`src/rtl/flop_r.sv`:
```
// flop_r: N-bit D register with synchronous, active-high reset.
// Reset loads RESET_VALUE and takes priority over d; otherwise q follows d
// with exactly one clock of latency. There is no enable: q is rewritten on
// every rising edge of clk.
//
// Optional simulation-only checking is compiled when FLOP_R_ASSERT_EN is
// defined. Without it the block is a plain register with identical ports.
module flop_r #(
   parameter int          N           = 64,
   parameter logic [N-1:0] RESET_VALUE = '0
) (
   input  logic         clk,
   input  logic         reset,
   input  logic [N-1:0] d,
   output logic [N-1:0] q
);

   // Capture d each edge, or load the reset value when reset is sampled high.
   always_ff @(posedge clk) begin
      if (reset) begin
         q <= RESET_VALUE;
      end else begin
         q <= d;
      end
   end

`ifdef FLOP_R_ASSERT_EN
   // The checks only make sense once a known reset has been applied; before
   // that q and the inputs are allowed to be X.
   logic checks_armed;

   // Arm the checks at the first edge where reset is seen asserted.
   always_ff @(posedge clk) begin
      if (reset === 1'b1) begin
         checks_armed <= 1'b1;
      end else if (checks_armed !== 1'b1) begin
         checks_armed <= 1'b0;
      end
   end

   property p_reset_loads;
      @(posedge clk) disable iff (checks_armed !== 1'b1)
         $past(reset) |-> (q == RESET_VALUE);
   endproperty

   property p_data_follows;
      @(posedge clk) disable iff (checks_armed !== 1'b1)
         !$past(reset) |-> (q == $past(d));
   endproperty

   property p_inputs_known;
      @(posedge clk) disable iff (checks_armed !== 1'b1)
         !$isunknown({reset, d});
   endproperty

   a_reset_loads:  assert property (p_reset_loads)
      else $error("flop_r: q does not hold RESET_VALUE after a reset edge");
   a_data_follows: assert property (p_data_follows)
      else $error("flop_r: q does not match d sampled at the previous edge");
   a_inputs_known: assert property (p_inputs_known)
      else $error("flop_r: reset or d is X/Z at a clock edge");
`endif

endmodule

```
`config.mk`:
```
export PLATFORM = sky130hd
export DESIGN_NAME = flop_r
export DESIGN_NICKNAME = d
export VERILOG_FILES = /design/src/rtl/flop_r.sv
export SDC_FILE = /design/constraint.sdc
export NUM_CORES = 1
export LEC_CHECK = 0
export BUFFER_PORTS_ARGS = -buffer_cell sky130_fd_sc_hd__buf_2
export CORE_UTILIZATION = 27
export CTS_CLUSTER_SIZE = 40
export DETAILED_ROUTE_END_ITERATION = 10
export HOLD_SLACK_MARGIN = 0.08
export PLACE_DENSITY = 0.57
export SLEW_MARGIN = 20
export SYNTH_ARGS = -nofsm -noshare
export SYNTH_HDL_FRONTEND = slang
export SYNTH_SLANG_ARGS = --single-unit
```
`constraint.sdc`:
```
create_clock -name clk -period 0.8 [get_ports clk]
set_input_delay 0.12 -clock clk [delete_from_list [all_inputs] [get_ports clk]]
set_output_delay 0.12 -clock clk [all_outputs]
set_load 0.02 [all_outputs]
```
# Yosys cells after proc, flatten, opt, wreduce, memory -nomap -nowiden
# Cells that the tools add are included.
[totals]
register_bits = 64
input_bits = 66
output_inout_bits = 64
wordCells = 1

# Longest topological paths before layout
[logic_depth]
depth_word = 0
depth_mapped = 3
depth_no_buf = 1

# Worst setup path before layout
# No wires, ideal clock.
[synth_path]
path_kind = "input -> register"
start = "in reset"
end = "reg q[12]"
setup_ps = 114
arrival_ps = 444
t_required_ps = 686
setup_slack_ps = 243
path_stages = 3
n_path_buf = 2
cell_sequence = "buf_6 > buf_6 > nor2b_2"
[synth_rtl]
columns = ["item", "line_no", "source"]
rows = [
  ["start: declaration", "13", "input logic reset,"],
  ["end signal: assignment", "21", "q <= RESET_VALUE;"],
  ["end signal: assignment", "23", "q <= d;"],
  ["end: declaration", "15", "output logic [N-1:0] q"],
]
# No word-level cell between the ends.

# Worst setup path after layout
[layout_path]
start = "reg q[30]"
end = "out q[30]"
# No word-level cell between the ends.

==> metrics.txt <==
Final Hold Violating Endpoints=0; ratio of final minimum period to clock period=112.1%; core occupancy in the finished layout=about three fifths; slowest stage cell on the critical path=sky130_fd_sc_hd__dfxtp_2; first-pass GRT wire length=just under 8000 um; highest clock frequency the design can meet=~1.1 GHz; number of core rows=30; number of antenna diodes=0; Commonest cells post-synth=sky130_fd_sc_hd__dfxtp_1, sky130_fd_sc_hd__nor2b_2, sky130_fd_sc_hd__buf_6; status=finished, violations left; Seq cells post-synth=64; total congestion overflow after global routing=0; clock tree sinks=64; via count of the first global-routing pass=around 1,700; clock tree from TritonCTS=done; number of design-rule violations left by the first detailed-router iteration=19; max-slew violation count=0; final worst path period need=0.8966 ns; total I/O pin count=130; total power density per cell area=about 1900 nW/um^2; path class of the lowest-slack min-delay path=in -> reg; CTS root buf=sky130_fd_sc_hd__clkbuf_8; Worst setup startpoint=q[30]$_SDFF_PP0_; CP cell instances=buf_6; share of synthesized area occupied by flip-flops and latches=between 60% and 70%; post-DR wirelength/cell=11.75 um; top post-synthesis cells by area=sky130_fd_sc_hd__dfxtp_1, sky130_fd_sc_hd__nor2b_2, sky130_fd_sc_hd__buf_6, sky130_fd_sc_hd__buf_8, sky130_fd_sc_hd__nor2b_1; cell class contributing the biggest share of worst-path delay=flip-flops; headroom to the max-slew limit=roughly 87%; YS warnings=0; Data arrival, critical path=0.78 ns; # setup viols final=64; pin count of the biggest net entering global routing=31; maximum fanout count along the critical path=1; unique cell type count in the Yosys netlist=5; number of iterations in the first detailed-routing pass=3; Slew @ Worst Pin=about 0.2 ns; largest registers=q x64; DIE WIDTH=~86 um; max-capacitance violation count=0; VDD IR max=0.9364 mV; fraction of final layout cells sized beyond drive strength 1=approximately four fifths; Synth Cell Area=around 1900 sq um; synthesized netlist cell count=about 140; number of nets with antenna violations after detailed routing=0; register with the most flip-flops=q; Global Route Usage Sum=approximately 15%; Max Root-Sink Buffers=2; area inside the core boundary=between 6000 and 7000 sq um; Primary FF master, synth=sky130_fd_sc_hd__dfxtp_1; via count=1,644; post-synthesis net count=between 200 and 250; layout overhead on the synthesized area=107.8%; required time at the endpoint of the critical path=0.68 ns; most repeated cell in the gate-level netlist after synthesis=sky130_fd_sc_hd__dfxtp_1; Hold Startpoint=reset; post-DR vias/cell=around 3.8; number of flip-flops under the largest register name=64; final critical-path setup slack=-0.09655 ns; setup repair after global routing missed its margin=yes; number of remaining DRC errors=0; H-tree Lvls=3; violated checks=setup timing; clock buffer count from CTS=9; buffering stage count on the worst path with inverters included=1; Die H=86.29 um; initial antenna violation count=0; effective utilization at floorplan=28.08%; nature of the critical path startpoint=register; mean instance size in the synthesized netlist=between 10 and 15 sq um; Reg clk slew, reported paths=~0.070 ns; number of buffers inserted to repair setup after CTS=0; number of enable-type register cells in the synthesized netlist=0; critical path capture point type=output pin; cell taking the most area after synthesis=sky130_fd_sc_hd__dfxtp_1; die footprint=7445 sq um; peak per-stage delay on the critical path=about 0.33 ns; DP Wirelength=2663 um; fin nets=402; share of flip-flops with an asynchronous set or reset after synthesis=0%; post-synth top area share=66.80%; type of the setup path with the least slack=reg -> out; Post-Place Cells=356; final instance count without filler cells=437; number of buffers inserted by port buffering=129; total wirelength of the detailed-routed design=roughly 5100 um; LEAKAGE=about 1.8 nW; gp weighted congestion=between 0.6 and 0.7
[logic make-up (layout without fill, tap and decap cells)]
family	count (synthesis)	in the layout	synth area share [%]
buffers and inverters	7	213	4.501
DFF	64	64	66.80
and+or+nand+nor	64	64	28.70
[metal layers]
metal | vias to the layer above | GRT usage, % | wire [um]
met4 | 0 | 7.273 | 113
met1 | 742 | 13.48 | 1804
li1 | 805 | - | -
met5 | - | 0 | 0
met3 | 13 | 6.952 | 437
met2 | 84 | 26.91 | 2780
[stage by stage]
| stage | hold slack, ns | power, mW | setup slack, ns | instance area [sq um] | setup TNS [ns] |
|---|---|---|---|---|---|
| 6_report | 0.1344 | 7.515 | -0.09655 | 3985 | -5.582 |
| 3_3_place_gp | 0.3288 | 4.256 | 0.1180 | 2648 | 0 |
| 5_1_grt | 0.1159 | 7.921 | -0.1466 | 3985 | -8.560 |
| 3_5_place_dp | 0.3314 | 4.264 | 0.1041 | 2648 | 0 |
| 4_1_cts | 0.1204 | 7.623 | -0.1203 | 3985 | -7.008 |
| 2_1_floorplan | 0.2482 | 3.943 | 0.2425 | 1918 | 0 |
[placed cells by master, fill, tap and decap left out]
cell / instances
sky130_fd_sc_hd__dfxtp_2: 64
sky130_fd_sc_hd__nor2b_1: 4
sky130_fd_sc_hd__buf_2: 64
sky130_fd_sc_hd__buf_4: 2
sky130_fd_sc_hd__nor2b_2: 60
sky130_fd_sc_hd__clkinv_2: 2
sky130_fd_sc_hd__clkbuf_8: 11
sky130_fd_sc_hd__buf_6: 64
sky130_fd_sc_hd__clkinvlp_4: 2
sky130_fd_sc_hd__dlygate4sd3_1: 65
sky130_fd_sc_hd__buf_12: 2
sky130_fd_sc_hd__bufinv_16: 1
[power breakdown]
part / internal [mW] / total, mW / switching [mW]
logic: 0.773 / 1.25 / 0.477
registers: 3.39 / 3.47 / 0.0795
clock network: 1.60 / 2.79 / 1.20
total: 5.76 / 7.51 / 1.75
[cell type report]
| cell class | count | area (sq um) |
|---|---|---|
| Clock buffer | 11 | 151.4 |
| Clock inverter | 5 | 55.05 |
| Fill cell | 571 | 2846 |
| Multi-Input combinational cell | 64 | 550.5 |
| Sequential cell | 64 | 1361 |
| Tap cell | 96 | 120.1 |
| Timing Repair Buffer | 197 | 1747 |
[repair_timing]
action,CTS,global route
endpoints found under the setup margin,64,64
endpoints found under the hold margin,64,0
resized for setup,192,0
hold buffers,65,0
[path summary, 6_finish.rpt]
| kind | to | cells past startpoint |
|---|---|---|
| hold / removal | q[63]$_SDFF_PP0_ | 3 |
| setup / recovery | q[30] | 1 |
No activity file was read; power rests on OpenSTA's default activity.
